## src/rtl/systolic_sequencer.sv

```systemverilog
// Job controller for an N_SIZE x N_SIZE systolic multiply array: clears the
// accumulators, streams operands from the operand buffer, and collects result rows.
module systolic_sequencer #(
  parameter int DATAWIDTH = 8,
  parameter int N_SIZE    = 3,
  parameter int TIMEOUT   = 64,
  parameter int AW        = (N_SIZE > 2) ? $clog2(N_SIZE) : 1
) (
  input  logic                            clk,
  input  logic                            rst_n,
  input  logic                            start,
  input  logic                            abort,
  output logic                            busy,
  output logic                            done,
  output logic                            error,
  output logic                            op_rd_en,
  output logic [AW-1:0]                   op_rd_addr,
  input  logic [2*N_SIZE*DATAWIDTH-1:0]   op_rd_data,
  output logic                            res_wr_en,
  output logic [AW-1:0]                   res_wr_addr,
  output logic [N_SIZE*2*DATAWIDTH-1:0]   res_wr_data,
  output logic                            arr_clear,
  output logic                            arr_valid_in,
  output logic [N_SIZE*DATAWIDTH-1:0]     arr_a,
  output logic [N_SIZE*DATAWIDTH-1:0]     arr_b,
  input  logic                            arr_valid_out,
  input  logic [N_SIZE*2*DATAWIDTH-1:0]   arr_c
);

  localparam int              OPW    = N_SIZE * DATAWIDTH;
  localparam int              TW     = $clog2(TIMEOUT + 1);
  localparam logic [AW-1:0]   LAST   = AW'(N_SIZE - 1);
  localparam logic [TW-1:0]   T_LAST = TW'(TIMEOUT - 1);

  typedef enum logic [2:0] {
    S_IDLE,
    S_CLEAR,
    S_FEED,
    S_DRAIN,
    S_DONE
  } state_t;

  state_t          state, state_nxt;
  logic [AW-1:0]   step_q;
  logic [AW-1:0]   beat_q;
  logic [TW-1:0]   tcnt_q;
  logic            kill;
  logic            accept;
  logic            last_beat;
  logic            expire;

  assign kill   = abort && (state != S_IDLE);
  assign accept = (state == S_IDLE) && start;

  // NOTE: every register here uses non-blocking assignments so all flops
  // update from the same pre-edge values regardless of process order.
  always_ff @(posedge clk or negedge rst_n) begin
    if (!rst_n) state <= S_IDLE;
    else        state <= state_nxt;
  end

  // NOTE: every output and next-state term is defaulted first so no path
  // through the case leaves a variable unassigned, which would infer a latch.
  always_comb begin
    state_nxt    = state;
    busy         = (state != S_IDLE);
    done         = 1'b0;
    arr_clear    = 1'b0;
    arr_valid_in = 1'b0;
    arr_a        = '0;
    arr_b        = '0;
    res_wr_en    = 1'b0;
    res_wr_addr  = '0;
    res_wr_data  = '0;
    last_beat    = 1'b0;
    expire       = 1'b0;

    unique case (state)
      S_IDLE: begin
        if (start) state_nxt = S_CLEAR;
      end
      S_CLEAR: begin
        arr_clear = 1'b1;
        state_nxt = S_FEED;
      end
      S_FEED: begin
        arr_valid_in = 1'b1;
        arr_a        = op_rd_data[OPW-1:0];
        arr_b        = op_rd_data[2*OPW-1:OPW];
        if (step_q == LAST) state_nxt = S_DRAIN;
      end
      S_DRAIN: begin
        if (arr_valid_out) begin
          res_wr_en   = 1'b1;
          res_wr_addr = beat_q;
          res_wr_data = arr_c;
          last_beat   = (beat_q == LAST);
        end
        if (last_beat) begin
          state_nxt = S_DONE;
        end else if (tcnt_q == T_LAST) begin
          expire    = 1'b1;
          state_nxt = S_DONE;
        end
      end
      S_DONE: begin
        done      = 1'b1;
        state_nxt = S_IDLE;
      end
      default: state_nxt = S_IDLE;
    endcase

    // Cancel overrides everything: clear the array, suppress every strobe.
    if (kill) begin
      state_nxt    = S_IDLE;
      arr_clear    = 1'b1;
      done         = 1'b0;
      arr_valid_in = 1'b0;
      arr_a        = '0;
      arr_b        = '0;
      res_wr_en    = 1'b0;
      res_wr_addr  = '0;
      res_wr_data  = '0;
      last_beat    = 1'b0;
      expire       = 1'b0;
    end
  end

  // Step, beat and drain-cycle counters restart whenever their state is left.
  always_ff @(posedge clk or negedge rst_n) begin
    if (!rst_n) begin
      step_q <= '0;
      beat_q <= '0;
      tcnt_q <= '0;
    end else begin
      if (state == S_FEED && state_nxt == S_FEED) step_q <= step_q + 1'b1;
      else                                        step_q <= '0;

      if (state_nxt != S_DRAIN) beat_q <= '0;
      else if (res_wr_en)       beat_q <= beat_q + 1'b1;

      if (state == S_DRAIN && state_nxt == S_DRAIN) tcnt_q <= tcnt_q + 1'b1;
      else                                          tcnt_q <= '0;
    end
  end

  always_ff @(posedge clk or negedge rst_n) begin
    if (!rst_n)      error <= 1'b0;
    else if (accept) error <= 1'b0;
    else if (expire) error <= 1'b1;
  end

  // Reads run one cycle ahead of FEED: address k is presented in the cycle
  // before step k, starting in CLEAR, so data lands exactly on its step.
  always_ff @(posedge clk or negedge rst_n) begin
    if (!rst_n) begin
      op_rd_en   <= 1'b0;
      op_rd_addr <= '0;
    end else if (kill) begin
      op_rd_en   <= 1'b0;
      op_rd_addr <= '0;
    end else if (accept) begin
      op_rd_en   <= 1'b1;
      op_rd_addr <= '0;
    end else if (op_rd_en) begin
      if (op_rd_addr == LAST) begin
        op_rd_en   <= 1'b0;
        op_rd_addr <= '0;
      end else begin
        op_rd_addr <= op_rd_addr + 1'b1;
      end
    end
  end

endmodule

```

## config.mk

```make
export PLATFORM = sky130hd
export DESIGN_NAME = systolic_sequencer
export DESIGN_NICKNAME = d
export VERILOG_FILES = /design/src/rtl/systolic_sequencer.sv
export SDC_FILE = /design/constraint.sdc
export NUM_CORES = 1
export LEC_CHECK = 0
export CORE_MARGIN = 4
export CORE_UTILIZATION = 27
export DETAILED_ROUTE_END_ITERATION = 10
export GPL_ROUTABILITY_DRIVEN = 0
export PLACE_DENSITY = 0.91
export SYNTH_ARGS = -nofsm -noshare
export SYNTH_HDL_FRONTEND = slang
export SYNTH_SLANG_ARGS = --single-unit
```

## constraint.sdc

```tcl
create_clock -name clk -period 4.7 [get_ports clk]
set_clock_uncertainty 0.15 [all_clocks]
set_input_delay 0.47 -clock clk [delete_from_list [all_inputs] [get_ports clk]]
set_output_delay 0.47 -clock clk [all_outputs]
set_load 0.02 [all_outputs]
```

# ---- Yosys cells after proc, flatten, opt, wreduce, memory -nomap -nowiden
# Cells that the tools add are included.
dict set report classes {
  n_mul 0
  div_mod_pow 0
  n_bitwise 0
  order_cmp 0
  eq_ne 11
  n_mux 45
  shift 0
  addsub 4
  n_reduce_logical 9
}
# cell n
set op_table {}
lappend op_table {{$mux 48} 3}
lappend op_table {{$mux 24} 4}
lappend op_table {{$mux 1} 21}
lappend op_table {{$mux 2} 10}
lappend op_table {{$mux 3} 5}
lappend op_table {{$eq 3x2->1 const B} 4}
lappend op_table {{$pmux 3 s4} 1}
lappend op_table {{$add 7x1->7 const B} 1}
lappend op_table {{$eq 7x6->1 const B} 1}
lappend op_table {{$mux 7} 1}
lappend op_table {{$add 2x1->2 const B} 3}
lappend op_table {{$eq 2x2->1 const B} 3}
lappend op_table {{$reduce_bool 3->1} 2}
lappend op_table {{$logic_and 1x1->1} 4}
lappend op_table {{$reduce_bool 2->1} 2}
lappend op_table {{$eq 3x1->1 const B} 1}
lappend op_table {{$eq 3x3->1 const B} 1}
lappend op_table {{$logic_not 3->1} 1}
lappend op_table {{$ne 3x2->1 const B} 1}
dict set report totals {
  reg_bits 18
  out_inout_bits 107
  mem_count 0
  word_cells 76
  mem_bits_rw 0
  mem_bits_ro 0
  inputBits 101
  latch_bits 0
}

# ---- Depth between registers and ports, before layout
# Gate-level depths: netlist of run 1.
dict set report depth {
  depth_word 9
  depth_mapped 7
  mapped_depth_nobuf 6
}

# ---- Worst setup path before layout of run 1
# No wires, ideal clock.
dict set report synth_timing {
  kind {input -> output}
  from {input abort}
  to {output res_wr_addr[0]}
  path_buffers 2
  setup_slack_ns 2.447
  arrival_ns 1.633
  required_time_ns 4.080
  stages 4
  path_cell_list {clkbuf_1 nor4b_4 buf_2 and2_1}
}
dict set report synth_via {
  elab_chain_len 2
}
# item line
set synth_lines {}
lappend synth_lines {{start, declared} 12} ;# input logic abort,
lappend synth_lines {{$logic_and 1x1->1} 52} ;# assign kill = abort && (state != S_IDLE);
lappend synth_lines {{$mux 2} 114} ;# if (kill) begin
lappend synth_lines {{end, declared} 20} ;# output logic [AW-1:0] res_wr_addr,
# No other way between the ends.

# ---- Worst setup path after layout of run 1
dict set report layout_timing {
  from {input abort}
  to {output res_wr_data[17]}
}
dict set report layout_via {
  elab_chain_len 2
}
# item line
set layout_lines {}
lappend layout_lines {{$logic_and 1x1->1} 52}
lappend layout_lines {{$mux 48} 114}
lappend layout_lines {{end, declared} 21} ;# output logic [N_SIZE*2*DATAWIDTH-1:0] res_wr_data,
# No other way between the ends.

==> flow_summary.ini, run 1 <==
[outcome]
status = finished clean

[cells_and_area]
multi_input_area_um2 = 1016
antennaDiodeCount = 0
stdcell_count = 470
seq_area_um2 = 450.4
drive_gt1_frac = 0.03015
final_nets = 503
syn_to_final_growth_pct = 140.9
nFillCells = 448

[detailed_routing]
drc = 0
totalWireLength_mm = 8.114
drtAntennaViolNets = 0
first_pass_iters = 4
wire_per_inst_um = 17.26
viasPerCell = 4.419
vias = 2077
drt_iter0_markers = 119

[clock_network]
clk_pin_slew_ns = 0.07
cts_inserted_buffers = 3
post_cts_buffers = 0
cts_buffer_depth = 2
clock-sinks = 18
cts_tree = done
cts_resized = 0
cts_max_level = 1
cts_root_buffer = clkbuf_8
clk_latency_ns = 0.25
postCtsHoldBufs = 0

[timing]
clock.fmax_mhz = 309.8
rsz0062_at_grt = no
setup_slack_ns = 1.472
fin_crit_sh = 0.6869
hold_viol = 0
slew_violations = 0
worst_pin_slew_ns = 0.7890
period_needed_ns = 3.228
setup_tns_ns = 0
slew_headroom = 0.4723
setup-violations-final = 0

[yosys]
ys_seq_area_frac = 0.2913
yosysWarningCount = 0
synth.most_common_cell = and2_1
synthArstFlopShare = 1.000
synthCells = 198
syn_area_um2 = 1546
synth-seq-cells = 18
synth_common_cells = and2_1 (98), dfrtp_1 (18), nor2_1 (16), clkbuf_1 (9), inv_1 (7)
syn_area_per_cell_um2 = 7.811
ys_types = 31
synth_edf_count = 0
synth_fp_nets = 302
synth_area_leaders = and2_1 (40%), dfrtp_1 (29%), nor2_1 (3.9%)
ys.flop_type = dfrtp_1
synth_largest_area_cell = and2_1
synthDominantCellAreaShare = 0.3964

[die]
core-area_um2 = 5540
num_rows = 27
die_x_um = 83.68
die_area_um2 = 7002
die_h_um = 83.68
ios = 208
start_util = 0.2791

[placed_design]
io_buffer_count = 207
pre_cts_ws_ns = 1.485
place_inst = 466
hpwl_mm = 6.872

[setup_path]
start_kind = primary input
endpoint_kind = output port
cp_max_fo = 53
worstSetupPathType = primary input to output port
arrival_ns = 2.61
required_ns = 4.08

[power_and_ir_drop]
leakage_nw = 1.487
powerDensity_nw_per_um2 = 202.7
vdd_drop_max_mv = 0.1993

[flow_run]
drv_cap = 0

[worst_hold_path]
hold_class = register to register

[global_route]
grt_pass1_vias = 2140
grt_overflow = 0
grt_max_degree = 54
antenna_found_initial = 0
track_usage = 0.2179
grt_pass1_wl_mm = 11.96
==> cell families after synthesis <==
kind of cell | share of synthesized area
fa+ha+maj | 0.02427
compound gates | 0.04693
mux | 0.02751
xor+xnor | 0.02832
flops | 0.2913
buf+inv | 0.05178
simple gates | 0.5299
==> per-stage QoR <==
step | cell area [um2] | power, mW | utilization | hold slack (ns)
after CTS | 3725 | 0.7607 | 0.6723 | 0.2973
after global placement | 3670 | 0.6196 | 0.6624 | 0.2716
final | 3725 | 0.7550 | 0.6723 | 0.3008
after floorplan | 1546 | 0.3932 | - | 0.02441
after detailed placement | 3670 | 0.6290 | 0.6624 | 0.2888
after global routing | 3725 | 0.8021 | 0.6723 | 0.3169
==> layout by cell type (no fill, tap or decap), drive strengths merged, types with 2 or more instances in the layout <==
cell and instances:
inv 7, nand3 3, mux2i 2, and3 2
mux2 2, nand2 6, and2 98, clkbuf 4
o21ai 2, buf 2, nor3 4, xor2 2
ha 3, nor4 4, dfrtp 18, xnor2 3
nor2 18, clkdlybuf4s50 207
==> state kept, by name, summed over array words and instances, names as in the netlist <==
register and flops:
state 3, beat_q 2, step_q 2, tcnt_q 7
op_rd_en 1, op_rd_addr 2, error 1
==> area by class of cell <==
type                            instances  area share
Timing Repair Buffer                  209      0.5603
Multi-Input combinational cell        160      0.2728
Sequential cell                        18      0.1209
Tap cell                               72     0.02419
Clock buffer                            4     0.01478
Inverter                                7    0.007054
==> layer usage <==
| metal | part of all wire | vias to the layer above | global-route usage |
|---|---|---|---|
| li1 | - | 1025 | - |
| met1 | 0.35 | 923 | 0.2168 |
| met2 | 0.53 | 117 | 0.4107 |
| met3 | 0.088 | 12 | 0.08490 |
| met4 | 0.025 | 0 | 0.07018 |
| met5 | 0 | - | 0 |
==> where the power goes <==
group / switching, mW / internal (mW) / total [mW] / leakage (nW)
Combinational: 0.197 / 0.229 / 0.426 / 1.21
Clock: 0.0515 / 0.0745 / 0.126 / 0.0288
Sequential: 0.0296 / 0.174 / 0.203 / 0.245
Total: 0.278 / 0.477 / 0.755 / 1.49
==> worst max-delay path, cell delays in order <==
cell and delay (ns):
clkdlybuf4s50_1 0.60, nor4b_4 0.32, buf_4 0.39, and2_1 0.20, clkdlybuf4s50_1 0.62
==> final timing paths <==
kind	startpoint	cells past startpoint	end	slack, ns
worst max register to register	state[1]	5	beat_q[1]	2.85
worst min register to register	tcnt_q[0]	1	tcnt_q[0]	0.30
min in group asynchronous	rst_n	1	tcnt_q[3]	0.52
worst max-delay path	abort	5	res_wr_data[17]	1.47
worst min-delay path	tcnt_q[0]	1	tcnt_q[0]	0.30
max in group asynchronous	rst_n	1	state[2]	3.39
Power figures use the tool's default switching activity.
==> run 2, diff against run 1 <==
--- a/config.mk
+++ b/config.mk
@@ -6,10 +6,10 @@
 export NUM_CORES = 1
 export LEC_CHECK = 0
 export CORE_MARGIN = 4
-export CORE_UTILIZATION = 27
+export CORE_UTILIZATION = 25
 export DETAILED_ROUTE_END_ITERATION = 10
 export GPL_ROUTABILITY_DRIVEN = 0
-export PLACE_DENSITY = 0.91
+export PLACE_DENSITY = 0.85
 export SYNTH_ARGS = -nofsm -noshare
 export SYNTH_HDL_FRONTEND = slang
 export SYNTH_SLANG_ARGS = --single-unit
==> constraint.sdc (replaced) <==
create_clock -name clk -period 3.2 [get_ports clk]
set_clock_uncertainty 0.15 [all_clocks]
set_input_delay 0.32 -clock clk [delete_from_list [all_inputs] [get_ports clk]]
set_output_delay 0.32 -clock clk [all_outputs]
set_load 0.02 [all_outputs]
==> flow_summary.ini, run 2 (synthesized netlist as in run 1, its figures left out) <==
[setup_path]
arrival_ns = 2.36
cp_max_fo = 53
endpoint_kind = output port
worstSetupPathType = primary input to output port
start_kind = primary input
required_ns = 2.73

[timing]
holdWs_ns = 0.2914
slew_headroom = 0.4694
clock.fmax_mhz = 354.0
hold_viol = 0
setup_tns_ns = 0
fin_crit_sh = 0.8828
setup_slack_ns = 0.3750
slew_violations = 0
rsz0062_at_grt = no
period_needed_ns = 2.825
worst_pin_slew_ns = 0.7934
setup-violations-final = 0

[global_route]
grt_overflow = 0
grt_max_degree = 54
track_usage = 0.1875
antenna_found_initial = 0
grt_pass1_vias = 2098
grt_pass1_wl_mm = 11.11

[die]
die_area_um2 = 7508
ios = 208
num_rows = 28
die_h_um = 86.65
core-area_um2 = 5956
die_x_um = 86.65
start_util = 0.2597

[detailed_routing]
vias = 2029
wire_per_inst_um = 15.77
first_pass_iters = 4
totalWireLength_mm = 7.460
drtAntennaViolNets = 0
drt_iter0_markers = 144
viasPerCell = 4.290
drc = 0

[cells_and_area]
final_nets = 503
drive_gt1_frac = 0.03015
final_area_um2 = 3741
antennaDiodeCount = 0
stdcell_count = 473
final_core_util = 0.6282
multi_input_area_um2 = 1016
reg.largest.list = tcnt_q: 7 flops, state: 3 flops
largest_reg_flops = 7
nFillCells = 512
seq_area_um2 = 450.4
layout_commonest_cell = clkdlybuf4s50_1
syn_to_final_growth_pct = 141.9
largest-register = tcnt_q
final_cell_mix = clkdlybuf4s50_1 (207), and2_1 (98), dfrtp_1 (18), nor2_1 (16), inv_1 (7)

[power_and_ir_drop]
powerDensity_nw_per_um2 = 294.0
seq_power_share = 0.267
internal-power_uw = 701.7
pwr-share-clk = 0.170
pwr-share-comb = 0.562
switching_share = 0.3620
p_sw_uw = 398.1
vdd_drop_max_mv = 0.2466
power_mw = 1.100
leakage_nw = 1.490

[placed_design]
pre_cts_ws_ns = 0.3976
hpwl_mm = 6.305
place_inst = 469
io_buffer_count = 207
place_area_um2 = 3686

[clock_network]
cts_root_buffer = clkbuf_8
clk_latency_ns = 0.26
cts_inserted_buffers = 3
cts_max_level = 1
postCtsHoldBufs = 0
clock-sinks = 18
cts_tree = done
post_cts_buffers = 0
cts_resized = 0
cts_buffer_depth = 2
clk_pin_slew_ns = 0.07

[worst_hold_path]
hold_class = register to register

[outcome]
status = finished clean

[flow_run]
drv_cap = 0
[run 2: area by class of cell]
type                            count  share of cell area
Inverter                            7            0.007023
Timing Repair Buffer              209              0.5612
Sequential cell                    18              0.1204
Multi-Input combinational cell    160              0.2716
Clock buffer                        4             0.01472
Tap cell                           75             0.02508
[run 2: worst max-delay path: stages]
cell	delay, ns
clkdlybuf4s50_1	0.59
nor4b_4	0.38
buf_12	0.24
and2_1	0.17
clkdlybuf4s50_1	0.63
[run 2: worst paths after layout]
path,startpoint,endpoint,slack [ns],depth (start not counted)
hold reg to reg,step_q[0],step_q[0],0.29,1
min in group asynchronous,rst_n,step_q[1],0.37,1
hold / removal,step_q[0],step_q[0],0.29,1
setup reg to reg,tcnt_q[0],tcnt_q[3],1.46,5
setup / recovery,abort,res_wr_data[20],0.37,5
max in group asynchronous,rst_n,tcnt_q[4],2.03,1
[run 2: power by group through the flow]
stage / Clock [mW] / Combinational [mW] / Sequential (mW)
global placement: 0 / 0.612 / 0.297
floorplan: 0 / 0.273 / 0.305
detailed placement: 0 / 0.621 / 0.299
global route: 0.205 / 0.667 / 0.301
CTS: 0.192 / 0.625 / 0.294
finish: 0.187 / 0.618 / 0.294
[run 2: metal layers]
layer | GRT usage | share of wire | vias up | wire, um
li1 | - | - | 1026 | -
met1 | 0.2100 | 0.35 | 879 | 2631
met2 | 0.3171 | 0.51 | 115 | 3786
met3 | 0.09125 | 0.12 | 9 | 901
met4 | 0.04958 | 0.019 | 0 | 141
met5 | 0 | 0 | - | 0
==> run 3, diff against run 2 <==
--- a/config.mk
+++ b/config.mk
@@ -8,7 +8,6 @@
 export CORE_MARGIN = 4
 export CORE_UTILIZATION = 25
 export DETAILED_ROUTE_END_ITERATION = 10
-export GPL_ROUTABILITY_DRIVEN = 0
 export PLACE_DENSITY = 0.85
 export SYNTH_ARGS = -nofsm -noshare
 export SYNTH_HDL_FRONTEND = slang
==> results of run 3 <==
The final DEF is identical to that of run 2; final timing and power are the same.
